### src/rtl/uart_pkg.sv
// Shared definitions for the UART frame receiver: byte FSM states and
// bit-timing helpers.
package uart_pkg;

  localparam int unsigned DATA_BITS = 8;

  typedef enum logic [1:0] {
    IDLE,
    START,
    DATA,
    STOP
  } byte_state_e;

  function automatic int unsigned bit_cycles(input int unsigned clk_freq,
                                             input int unsigned baud);
    return clk_freq / baud;
  endfunction

endpackage

### src/rtl/uart_byte_rx.sv
// 8N1 byte deserialiser: input synchroniser, start/data/stop FSM and
// baud/bit counters. Reports each byte as a one-cycle valid or error pulse.
module uart_byte_rx
  import uart_pkg::*;
#(
  parameter int unsigned CLK_FREQ = 50_000_000,
  parameter int unsigned BAUD     = 115200
) (
  input  logic                 clk_i,
  input  logic                 rst_i,
  input  logic                 rx_i,
  output logic                 byte_valid,
  output logic [DATA_BITS-1:0] byte_data,
  output logic                 byte_err,
  output logic                 line_idle,
  output logic                 start_edge
);

  localparam int unsigned BIT_CYC  = bit_cycles(CLK_FREQ, BAUD);
  localparam int unsigned HALF_CYC = BIT_CYC / 2;
  localparam int unsigned CW       = $clog2(BIT_CYC);
  localparam int unsigned IW       = $clog2(DATA_BITS);

  localparam logic [CW-1:0] BIT_LAST  = CW'(BIT_CYC - 1);
  localparam logic [CW-1:0] HALF_LAST = CW'(HALF_CYC - 1);
  localparam logic [IW-1:0] IDX_LAST  = IW'(DATA_BITS - 1);

  logic sync1_q, sync2_q, prev_q;
  logic fall;

  byte_state_e          state_q, state_d;
  logic [CW-1:0]        cnt_q, cnt_d;
  logic [IW-1:0]        bit_idx_q, bit_idx_d;
  logic [DATA_BITS-1:0] shift_q, shift_d;

  // sync2_q is the sampled line; prev_q delays it once more for edge detection
  assign fall = prev_q & ~sync2_q;

  always_ff @(posedge clk_i) begin
    if (rst_i) begin
      sync1_q   <= 1'b1;
      sync2_q   <= 1'b1;
      prev_q    <= 1'b1;
      state_q   <= IDLE;
      cnt_q     <= '0;
      bit_idx_q <= '0;
      shift_q   <= '0;
    end else begin
      sync1_q   <= rx_i;
      sync2_q   <= sync1_q;
      prev_q    <= sync2_q;
      state_q   <= state_d;
      cnt_q     <= cnt_d;
      bit_idx_q <= bit_idx_d;
      shift_q   <= shift_d;
    end
  end

  always_comb begin
    state_d    = state_q;
    cnt_d      = cnt_q;
    bit_idx_d  = bit_idx_q;
    shift_d    = shift_q;
    byte_valid = 1'b0;
    byte_err   = 1'b0;

    unique case (state_q)
      IDLE: begin
        if (fall) begin
          state_d = START;
          cnt_d   = '0;
        end
      end
      START: begin
        if (cnt_q == HALF_LAST) begin
          cnt_d     = '0;
          bit_idx_d = '0;
          state_d   = sync2_q ? IDLE : DATA;
        end else begin
          cnt_d = cnt_q + 1'b1;
        end
      end
      DATA: begin
        if (cnt_q == BIT_LAST) begin
          cnt_d   = '0;
          shift_d = {sync2_q, shift_q[DATA_BITS-1:1]};
          if (bit_idx_q == IDX_LAST) begin
            state_d = STOP;
          end else begin
            bit_idx_d = bit_idx_q + 1'b1;
          end
        end else begin
          cnt_d = cnt_q + 1'b1;
        end
      end
      STOP: begin
        // Leave at mid-stop-bit so a back-to-back start edge is not missed
        if (cnt_q == BIT_LAST) begin
          cnt_d      = '0;
          state_d    = IDLE;
          byte_valid = sync2_q;
          byte_err   = ~sync2_q;
        end else begin
          cnt_d = cnt_q + 1'b1;
        end
      end
      default: begin
        state_d = IDLE;
        cnt_d   = '0;
      end
    endcase
  end

  assign byte_data  = shift_q;
  assign line_idle  = (state_q == IDLE);
  assign start_edge = line_idle & fall;

endmodule

### src/rtl/uart_frame_rx.sv
// Multi-byte UART frame receiver: collects BYTES consecutive 8N1 bytes into
// one word, discarding partial frames on framing errors or inter-byte timeout.
module uart_frame_rx
  import uart_pkg::*;
#(
  parameter int unsigned CLK_FREQ     = 50_000_000,
  parameter int unsigned BAUD         = 115200,
  parameter int unsigned BYTES        = 5,
  parameter int unsigned TIMEOUT_BITS = 20
) (
  input  logic                 sys_clk,
  input  logic                 rst,
  input  logic                 uart_rx,
  output logic [8*BYTES-1:0]   Data,
  output logic                 frame_done,
  output logic                 frame_err
);

  localparam int unsigned BIT_CYC   = bit_cycles(CLK_FREQ, BAUD);
  localparam int unsigned GAP_LIMIT = TIMEOUT_BITS * BIT_CYC;
  localparam int unsigned FW        = DATA_BITS * BYTES;
  localparam int unsigned CNTW      = $clog2(BYTES + 1);
  localparam int unsigned GW        = $clog2(GAP_LIMIT + 1);

  localparam logic [CNTW-1:0] CNT_LAST = CNTW'(BYTES - 1);
  localparam logic [GW-1:0]   GAP_LAST = GW'(GAP_LIMIT - 1);

  logic                 byte_valid;
  logic [DATA_BITS-1:0] byte_data;
  logic                 byte_err;
  logic                 line_idle;
  logic                 start_edge;

  logic [CNTW-1:0] byte_cnt_q, byte_cnt_d;
  logic [FW-1:0]   slots_q, slots_d;
  logic [GW-1:0]   gap_q, gap_d;
  logic [FW-1:0]   data_q, data_d;
  logic            done_q, done_d;
  logic            err_q, err_d;

  uart_byte_rx #(
    .CLK_FREQ (CLK_FREQ),
    .BAUD     (BAUD)
  ) u_byte_rx (
    .clk_i      (sys_clk),
    .rst_i      (rst),
    .rx_i       (uart_rx),
    .byte_valid (byte_valid),
    .byte_data  (byte_data),
    .byte_err   (byte_err),
    .line_idle  (line_idle),
    .start_edge (start_edge)
  );

  always_ff @(posedge sys_clk) begin
    if (rst) begin
      byte_cnt_q <= '0;
      slots_q    <= '0;
      gap_q      <= '0;
      data_q     <= '0;
      done_q     <= 1'b0;
      err_q      <= 1'b0;
    end else begin
      byte_cnt_q <= byte_cnt_d;
      slots_q    <= slots_d;
      gap_q      <= gap_d;
      data_q     <= data_d;
      done_q     <= done_d;
      err_q      <= err_d;
    end
  end

  always_comb begin
    byte_cnt_d = byte_cnt_q;
    slots_d    = slots_q;
    gap_d      = gap_q;
    data_d     = data_q;
    done_d     = 1'b0;
    err_d      = 1'b0;

    // Gap timer only runs between bytes of a partially received frame
    if (start_edge || (byte_cnt_q == '0)) begin
      gap_d = '0;
    end else if (line_idle) begin
      if (gap_q == GAP_LAST) begin
        gap_d      = '0;
        err_d      = 1'b1;
        byte_cnt_d = '0;
        slots_d    = '0;
      end else begin
        gap_d = gap_q + 1'b1;
      end
    end

    // Byte pulses only occur outside IDLE, so they never coincide with a timeout
    if (byte_err) begin
      err_d      = 1'b1;
      byte_cnt_d = '0;
      slots_d    = '0;
    end else if (byte_valid) begin
      for (int unsigned i = 0; i < BYTES; i++) begin
        if (byte_cnt_q == CNTW'(i)) begin
          slots_d[i*DATA_BITS +: DATA_BITS] = byte_data;
        end
      end
      if (byte_cnt_q == CNT_LAST) begin
        data_d     = slots_d;
        done_d     = 1'b1;
        byte_cnt_d = '0;
        slots_d    = '0;
      end else begin
        byte_cnt_d = byte_cnt_q + 1'b1;
      end
    end
  end

  assign Data       = data_q;
  assign frame_done = done_q;
  assign frame_err  = err_q;

endmodule
### config.mk
export PLATFORM = sky130hd
export DESIGN_NAME = uart_frame_rx
export DESIGN_NICKNAME = d
export VERILOG_FILES = /design/src/rtl/uart_pkg.sv /design/src/rtl/uart_byte_rx.sv /design/src/rtl/uart_frame_rx.sv
export SDC_FILE = /design/constraint.sdc
export NUM_CORES = 1
export LEC_CHECK = 0
export ABC_CLOCK_PERIOD_IN_PS = 2300
export CORE_ASPECT_RATIO = 0.5
export CORE_MARGIN = 1.5
export CORE_UTILIZATION = 40
export CTS_BUF_LIST = sky130_fd_sc_hd__clkbuf_4
export CTS_CLUSTER_DIAMETER = 120
export CTS_CLUSTER_SIZE = 14
export DETAILED_ROUTE_END_ITERATION = 6
export GPL_ROUTABILITY_DRIVEN = 1
export GPL_TIMING_DRIVEN = 0
export SLEW_MARGIN = 5
export SYNTH_ARGS = -nofsm -noshare
export SYNTH_HDL_FRONTEND = slang
export SYNTH_SLANG_ARGS = --single-unit
### constraint.sdc
create_clock -name sys_clk -period 2.3 [get_ports sys_clk]
set_input_delay 0.345 -clock sys_clk [delete_from_list [all_inputs] [get_ports sys_clk]]
set_output_delay 0.345 -clock sys_clk [all_outputs]
set_load 0.01 [all_outputs]
== Word level (Yosys, flattened, before mapping) ==
Index checks and enable logic that the tools add are counted.
W data, S select, Z words.
Cells by class
  $add $sub $neg: 4
  equal/unequal tests: 18
  muxes and demuxes: 40
  bitwise logic cells: 5
  reduce and logical (&&, ||, !) cells: 15
Operators with widths (number)
  $mux W40: 5
  $mux W8: 5
  $mux W9: 3
  $pmux W9 S3: 1
  $mux W3: 8
  $add A14 B1 Y14 const B: 1
  $eq A14 B14 Y1 const B: 1
  $mux W14: 1
  $mux W2: 6
  $add A9 B1 Y9 const B: 1
  $eq A9 B8 Y1 const B: 1
  $eq A9 B9 Y1 const B: 1
  $mux W1: 9
  $ne A2 B1 Y1 const B: 4
  $pmux W2 S4: 1
  $add A3 B1 Y3 const B: 2
  $eq A3 B2 Y1 const B: 2
  $eq A3 B3 Y1 const B: 2
  $ne A2 B2 Y1 const B: 3
  $pmux W3 S2: 1
  $reduce_and A3 Y1: 2
  $reduce_bool A2 Y1: 3
  $reduce_or A2 Y1: 3
  $reduce_and A5 Y1: 1
  11 further kinds: 15
Storage, ports and cells
  register bits: 124
  output and inout port bits: 42
  word-level logic and storage cells: 95

== Logic depth before layout (Yosys ltp) ==
  depth in word-level cells: 8
  mapped depth: 9
  gate-level depth less buffers: 6

== By module ==
From an unflattened synthesis, not the netlist that was laid out.
Second synthesis, totals
  cells, all modules: 543
  area, all modules: 4858.4 um^2
Modules (own cells, without submodules)
  uart_frame_rx: instances 1, cells each 402, area each 3599.7 um^2
  uart_byte_rx: instances 1, cells each 141, area each 1258.7 um^2

== Least setup slack after synthesis ==
Ideal clock, no wire load.
  path type: reg2reg
  from: register gap_q[0]
  to: register slots_q[1]
  arrival time: 1976 ps
  required time: 2183 ps
  path slack: 208 ps
  stages on the path, launching flop included: 6
  path buffers: 0
  period minus slack after synthesis: 2092 ps
  path through: dfxtp_1 > ha_1 > or4b_1 > or4_4 > o211a_4 > a22o_1
Between the ends
  cells in the longest elaborated chain, start to end: 7
Ends and longest elaborated chain
  from (decl): RTL line uart_frame_rx.sv:36  | logic [GW-1:0] gap_q, gap_d;
  from (signal assigned): RTL line uart_frame_rx.sv:66  | gap_q <= gap_d;
  $eq A14 B14 Y1 (*): RTL line uart_frame_rx.sv:85  | if (gap_q == GAP_LAST) begin
  $mux W40 (*): RTL line uart_frame_rx.sv:85
  $mux W40 (*): RTL line uart_frame_rx.sv:84  | end else if (line_idle) begin
  $mux W40 (*): RTL line uart_frame_rx.sv:82  | if (start_edge || (byte_cnt_q == '0)) begin
  $mux W8: RTL line uart_frame_rx.sv:102  | if (byte_cnt_q == CNTW'(i)) begin
  $mux W40: RTL line uart_frame_rx.sv:106  | if (byte_cnt_q == CNT_LAST) begin
  $mux W40 (*): RTL line uart_frame_rx.sv:100  | end else if (byte_valid) begin
  to (signal assigned): RTL line uart_frame_rx.sv:65  | slots_q <= slots_d;
  to (decl): RTL line uart_frame_rx.sv:35  | logic [FW-1:0] slots_q, slots_d;
Every way passes the cells marked *; elsewhere a longest branch is shown, timed or not.
A chain may end at the register's enable or synchronous reset.

== Final worst setup path ==
  from: register gap_q[1]
  to: register slots_q[1]
Same word-level chain as after synthesis.

==> out/summary.json <==
{
  "route": {
    "routed_wirelength_um": 13000,
    "met2_length_um": 5140,
    "avgViaCountPerCell": 5.29,
    "drt-initial-drc-count": 293,
    "detail-route-antenna-nets": 0,
    "uppermost_layer_routed": "met4",
    "met3_length_um": 636,
    "routedLengthMet1_um": 7030,
    "drc": 0,
    "first_pass_iters": 5,
    "count_of_vias_placed_by_the_detailed_router": 4420,
    "post_drt_wl_per_cell_um": 15.5
  },
  "floorplanning": {
    "floorplan.io_pins": 45,
    "core_region_area_mm2": 0.0120,
    "placementRows": 28,
    "chip_width_um": 161,
    "chipHeight_um": 82.0,
    "floorplan.initialDensity_pct": 41.7,
    "die_area_mm2": 0.0132
  },
  "power_and_ir_drop": {
    "seq_power_share_pct": 56.0,
    "power_switching_uw": 905,
    "power_per_cell_area_mw_per_mm2": 596,
    "comb_power_share_pct": 3.4,
    "power_switching_share_pct": 25.1,
    "power.static_leakage_uw": 0.00198,
    "p_clk_share_pct": 40.6,
    "post_route_total_power_uw": 3600,
    "internal-power_uw": 2700,
    "max-vdd-ir-drop_mv": 0.266
  },
  "global_route": {
    "global_route.usage.total_pct": 20.8,
    "grt_max_degree": 17,
    "grt_antenna_before_repair": 0,
    "grt_first_pass_wirelength_um": 21000,
    "total_gr_overflow": 0,
    "via_count_of_the_first_global_routing_pass": 3920
  },
  "finish": {
    "finish.instance_area_mm2": 0.00605,
    "area.sequential_mm2": 0.00233,
    "multi_input_comb_area_mm2": 0.00247,
    "n_antenna_cell": 0,
    "nFillCells": 1221,
    "syn2layout_area_growth_pct": 21.0,
    "num-nets-final": 672,
    "layout-drive-gt1-share_pct": 11.5
  },
  "timing": {
    "fin_crit_ns": 2.26,
    "setup_tns_ns": 0,
    "timing.max_slew.rel_slack_pct": 49.0,
    "setup_violations": 0,
    "final_max_slew_viol_count": 0,
    "final-hold-violation-count": 0,
    "period_share_pct": 98.1,
    "worst-slew-pin-transition_ns": 0.759,
    "final.setup_skew_ns": 0.0183,
    "fmax_mhz": 443
  },
  "critical_path": {
    "worstPathArrival_ns": 2.68,
    "start_kind": "flop",
    "cp-end-kind": "flop",
    "required_ns": 2.72,
    "worst-path-max-fanout": 8,
    "worst-r2r-setup-slack_ns": 0.04,
    "critical_path_class": "reg2reg"
  },
  "synth": {
    "syn_avg_cell_area_um2": 8.47,
    "synth-warning-count": 0,
    "ys.flop_type": "sky130_fd_sc_hd__dfxtp_1",
    "synth_async_sr_flop_share_pct": 0,
    "ys_seq_elements": 116,
    "netlist_instances": 590,
    "synth_edf_count": 0,
    "synth_top_area_share_pct": 46.5,
    "netlist_top_cells_area": "sky130_fd_sc_hd__dfxtp_1 (46%), sky130_fd_sc_hd__nand2_1 (7.0%), sky130_fd_sc_hd__a21oi_1 (5.3%)",
    "yosysSeqAreaShare_pct": 46.5,
    "netlist-cell-type-count": 54,
    "synthesis.area_mm2": 0.00500,
    "syn-num-nets": 604,
    "yosysTopAreaCell": "sky130_fd_sc_hd__dfxtp_1"
  },
  "placed_design": {
    "dpl.hpwl_um": 8880,
    "placed_area_mm2": 0.00563,
    "port-buffer-count": 43,
    "place_congestion": 0.814
  },
  "clock_tree": {
    "cts-htree-levels": 4,
    "clk_path_buf_depth": 2,
    "worst_setup_hold_path_clk_slew_ns": 0.11,
    "postCtsHoldBufs": 0,
    "cts_tree": "done",
    "cts-root-buf": "sky130_fd_sc_hd__clkbuf_4",
    "cts_made_buffers": 17,
    "clock_sinks": 116,
    "clk-insertion-delay-late_ns": 0.53
  },
  "outcome": {
    "run_status": "complete, no violations"
  },
  "run": {
    "max_cap_viol_count": 0
  },
  "worst_hold_path": {
    "hold_class": "in2reg"
  }
}
kinds of logic after synthesis:
group / count (synthesis) / synth area share [%]
AO/OA/AOI/OAI: 138 / 17.6
buffers and inverters: 63 / 5.11
multiplexers: 9 / 1.80
adder cells (fa/ha/maj): 11 / 2.75
AND/OR/NAND/NOR: 240 / 24.0
XOR/XNOR: 13 / 2.28
flip-flops: 116 / 46.5
placed cells by master, fill, tap and decap left out, types with 3 or more instances in the layout:
| cell type | count |
|---|---|
| sky130_fd_sc_hd__a211oi_1 | 10 |
| sky130_fd_sc_hd__a21oi_1 | 53 |
| sky130_fd_sc_hd__a22o_1 | 8 |
| sky130_fd_sc_hd__and2_1 | 5 |
| sky130_fd_sc_hd__buf_2 | 3 |
| sky130_fd_sc_hd__buf_4 | 10 |
| sky130_fd_sc_hd__clkbuf_1 | 32 |
| sky130_fd_sc_hd__clkbuf_2 | 5 |
| sky130_fd_sc_hd__clkbuf_4 | 19 |
| sky130_fd_sc_hd__clkdlybuf4s50_1 | 43 |
| sky130_fd_sc_hd__clkinv_2 | 5 |
| sky130_fd_sc_hd__clkinvlp_4 | 4 |
| sky130_fd_sc_hd__dfxtp_1 | 113 |
| sky130_fd_sc_hd__ha_1 | 10 |
| sky130_fd_sc_hd__inv_1 | 15 |
| sky130_fd_sc_hd__mux2i_1 | 9 |
| sky130_fd_sc_hd__nand2_1 | 93 |
| sky130_fd_sc_hd__nand2b_1 | 7 |
| sky130_fd_sc_hd__nand3_1 | 36 |
| sky130_fd_sc_hd__nand4_1 | 7 |
| sky130_fd_sc_hd__nor2_1 | 25 |
| sky130_fd_sc_hd__nor2b_1 | 11 |
| sky130_fd_sc_hd__nor3_1 | 23 |
| sky130_fd_sc_hd__nor4_1 | 7 |
| sky130_fd_sc_hd__o2111ai_1 | 3 |
| sky130_fd_sc_hd__o211ai_1 | 4 |
| sky130_fd_sc_hd__o21ai_0 | 29 |
| sky130_fd_sc_hd__o22ai_1 | 6 |
| sky130_fd_sc_hd__o2bb2ai_1 | 6 |
| sky130_fd_sc_hd__o31a_1 | 4 |
| sky130_fd_sc_hd__o31ai_1 | 4 |
| sky130_fd_sc_hd__or2_2 | 3 |
| sky130_fd_sc_hd__xnor2_1 | 10 |
| sky130_fd_sc_hd__xor2_1 | 3 |
power by group through the flow:
| stage | registers, uW | clock network (uW) | logic, uW |
|---|---|---|---|
| after CTS | 2020 | 1500 | 118 |
| after global routing | 2020 | 1600 | 134 |
| after detailed placement | 2070 | 0 | 117 |
| after global placement | 2070 | 0 | 116 |
| final | 2020 | 1460 | 122 |
| after floorplan | 2060 | 0 | 81.7 |
critical path: stages, from the launching register on:
cell                      delay (ns)
sky130_fd_sc_hd__dfxtp_4        0.38
sky130_fd_sc_hd__ha_4           0.14
sky130_fd_sc_hd__or4b_1         0.43
sky130_fd_sc_hd__or4_4          0.63
sky130_fd_sc_hd__o211a_4        0.33
sky130_fd_sc_hd__a22o_1         0.24
through the flow:
| step | util [%] | hold slack, ns | std cells | setup slack [ns] |
|---|---|---|---|---|
| floorplan | - | 0.389 | 590 | 0.208 |
| CTS | 49.7 | 0.346 | 829 | 0.00922 |
| detailed placement | 47.0 | 0.397 | 798 | -0.183 |
| finish | 50.5 | 0.371 | 836 | 0.0429 |
| global route | 50.5 | 0.341 | 836 | -0.000634 |
| global placement | 47.0 | 0.393 | 798 | -0.213 |
flip-flops by register name, indices dropped and copies added, names as in the netlist, named ones only:
signal               count
u_byte_rx.state_q        1
u_byte_rx.sync2_q        1
slots_q                 32
frame_err                1
Data                    40
u_byte_rx.byte_data      8
u_byte_rx.bit_idx_q      3
gap_q                   14
u_byte_rx.cnt_q          9
u_byte_rx.prev_q         1
byte_cnt_q               3
frame_done               1
u_byte_rx.sync1_q        1
layer usage:
| layer | track usage [%] | vias to the layer above |
|---|---|---|
| met2 | 29.6 | 107 |
| met4 | 8.24 | 0 |
| met1 | 30.6 | 2083 |
| li1 | - | 2215 |
| met5 | 0 | - |
| met3 | 4.04 | 15 |
Yosys cell counts, types with 6 or more instances:
library cell / number
sky130_fd_sc_hd__a21oi_1: 53
sky130_fd_sc_hd__nor4_1: 9
sky130_fd_sc_hd__nor3_1: 23
sky130_fd_sc_hd__inv_1: 15
sky130_fd_sc_hd__dfxtp_1: 116
sky130_fd_sc_hd__o21ai_0: 29
sky130_fd_sc_hd__buf_2: 6
sky130_fd_sc_hd__nand4_1: 7
sky130_fd_sc_hd__o2bb2ai_1: 6
sky130_fd_sc_hd__a211oi_1: 10
sky130_fd_sc_hd__xnor2_1: 10
sky130_fd_sc_hd__mux2i_1: 9
sky130_fd_sc_hd__ha_1: 11
sky130_fd_sc_hd__o22ai_1: 6
sky130_fd_sc_hd__nand3_1: 36
sky130_fd_sc_hd__nand2_1: 93
sky130_fd_sc_hd__clkbuf_1: 40
sky130_fd_sc_hd__nor2b_1: 11
sky130_fd_sc_hd__nor2_1: 25
sky130_fd_sc_hd__a22o_1: 8
sky130_fd_sc_hd__nand2b_1: 7
path summary, 6_finish.rpt:
check                                  startpoint                 to  cells past startpoint
worst min-delay path                      uart_rx  u_byte_rx.sync1_q                      2
worst min register to register  u_byte_rx.sync1_q  u_byte_rx.sync2_q                      1
worst max-delay path                     gap_q[1]         slots_q[1]                      5
worst max register to register           gap_q[1]         slots_q[1]                      5
final cells by class:
cell class,count,area share [%]
buffer,46,3.64
clock inverter,14,2.26
tap,165,3.41
inverter,15,0.931
multi-input combinational,411,40.9
sequential,116,38.6
timing repair buffer,51,8.11
clock buffer,18,2.24
repair_timing:
action                                  in CTS  in global routing
setup buffers                                1                  7
pin swaps                                    0                  7
endpoints found under the setup margin      83                 93
resized for setup                           12                 20
No activity file was read; power rests on OpenSTA's default activity.
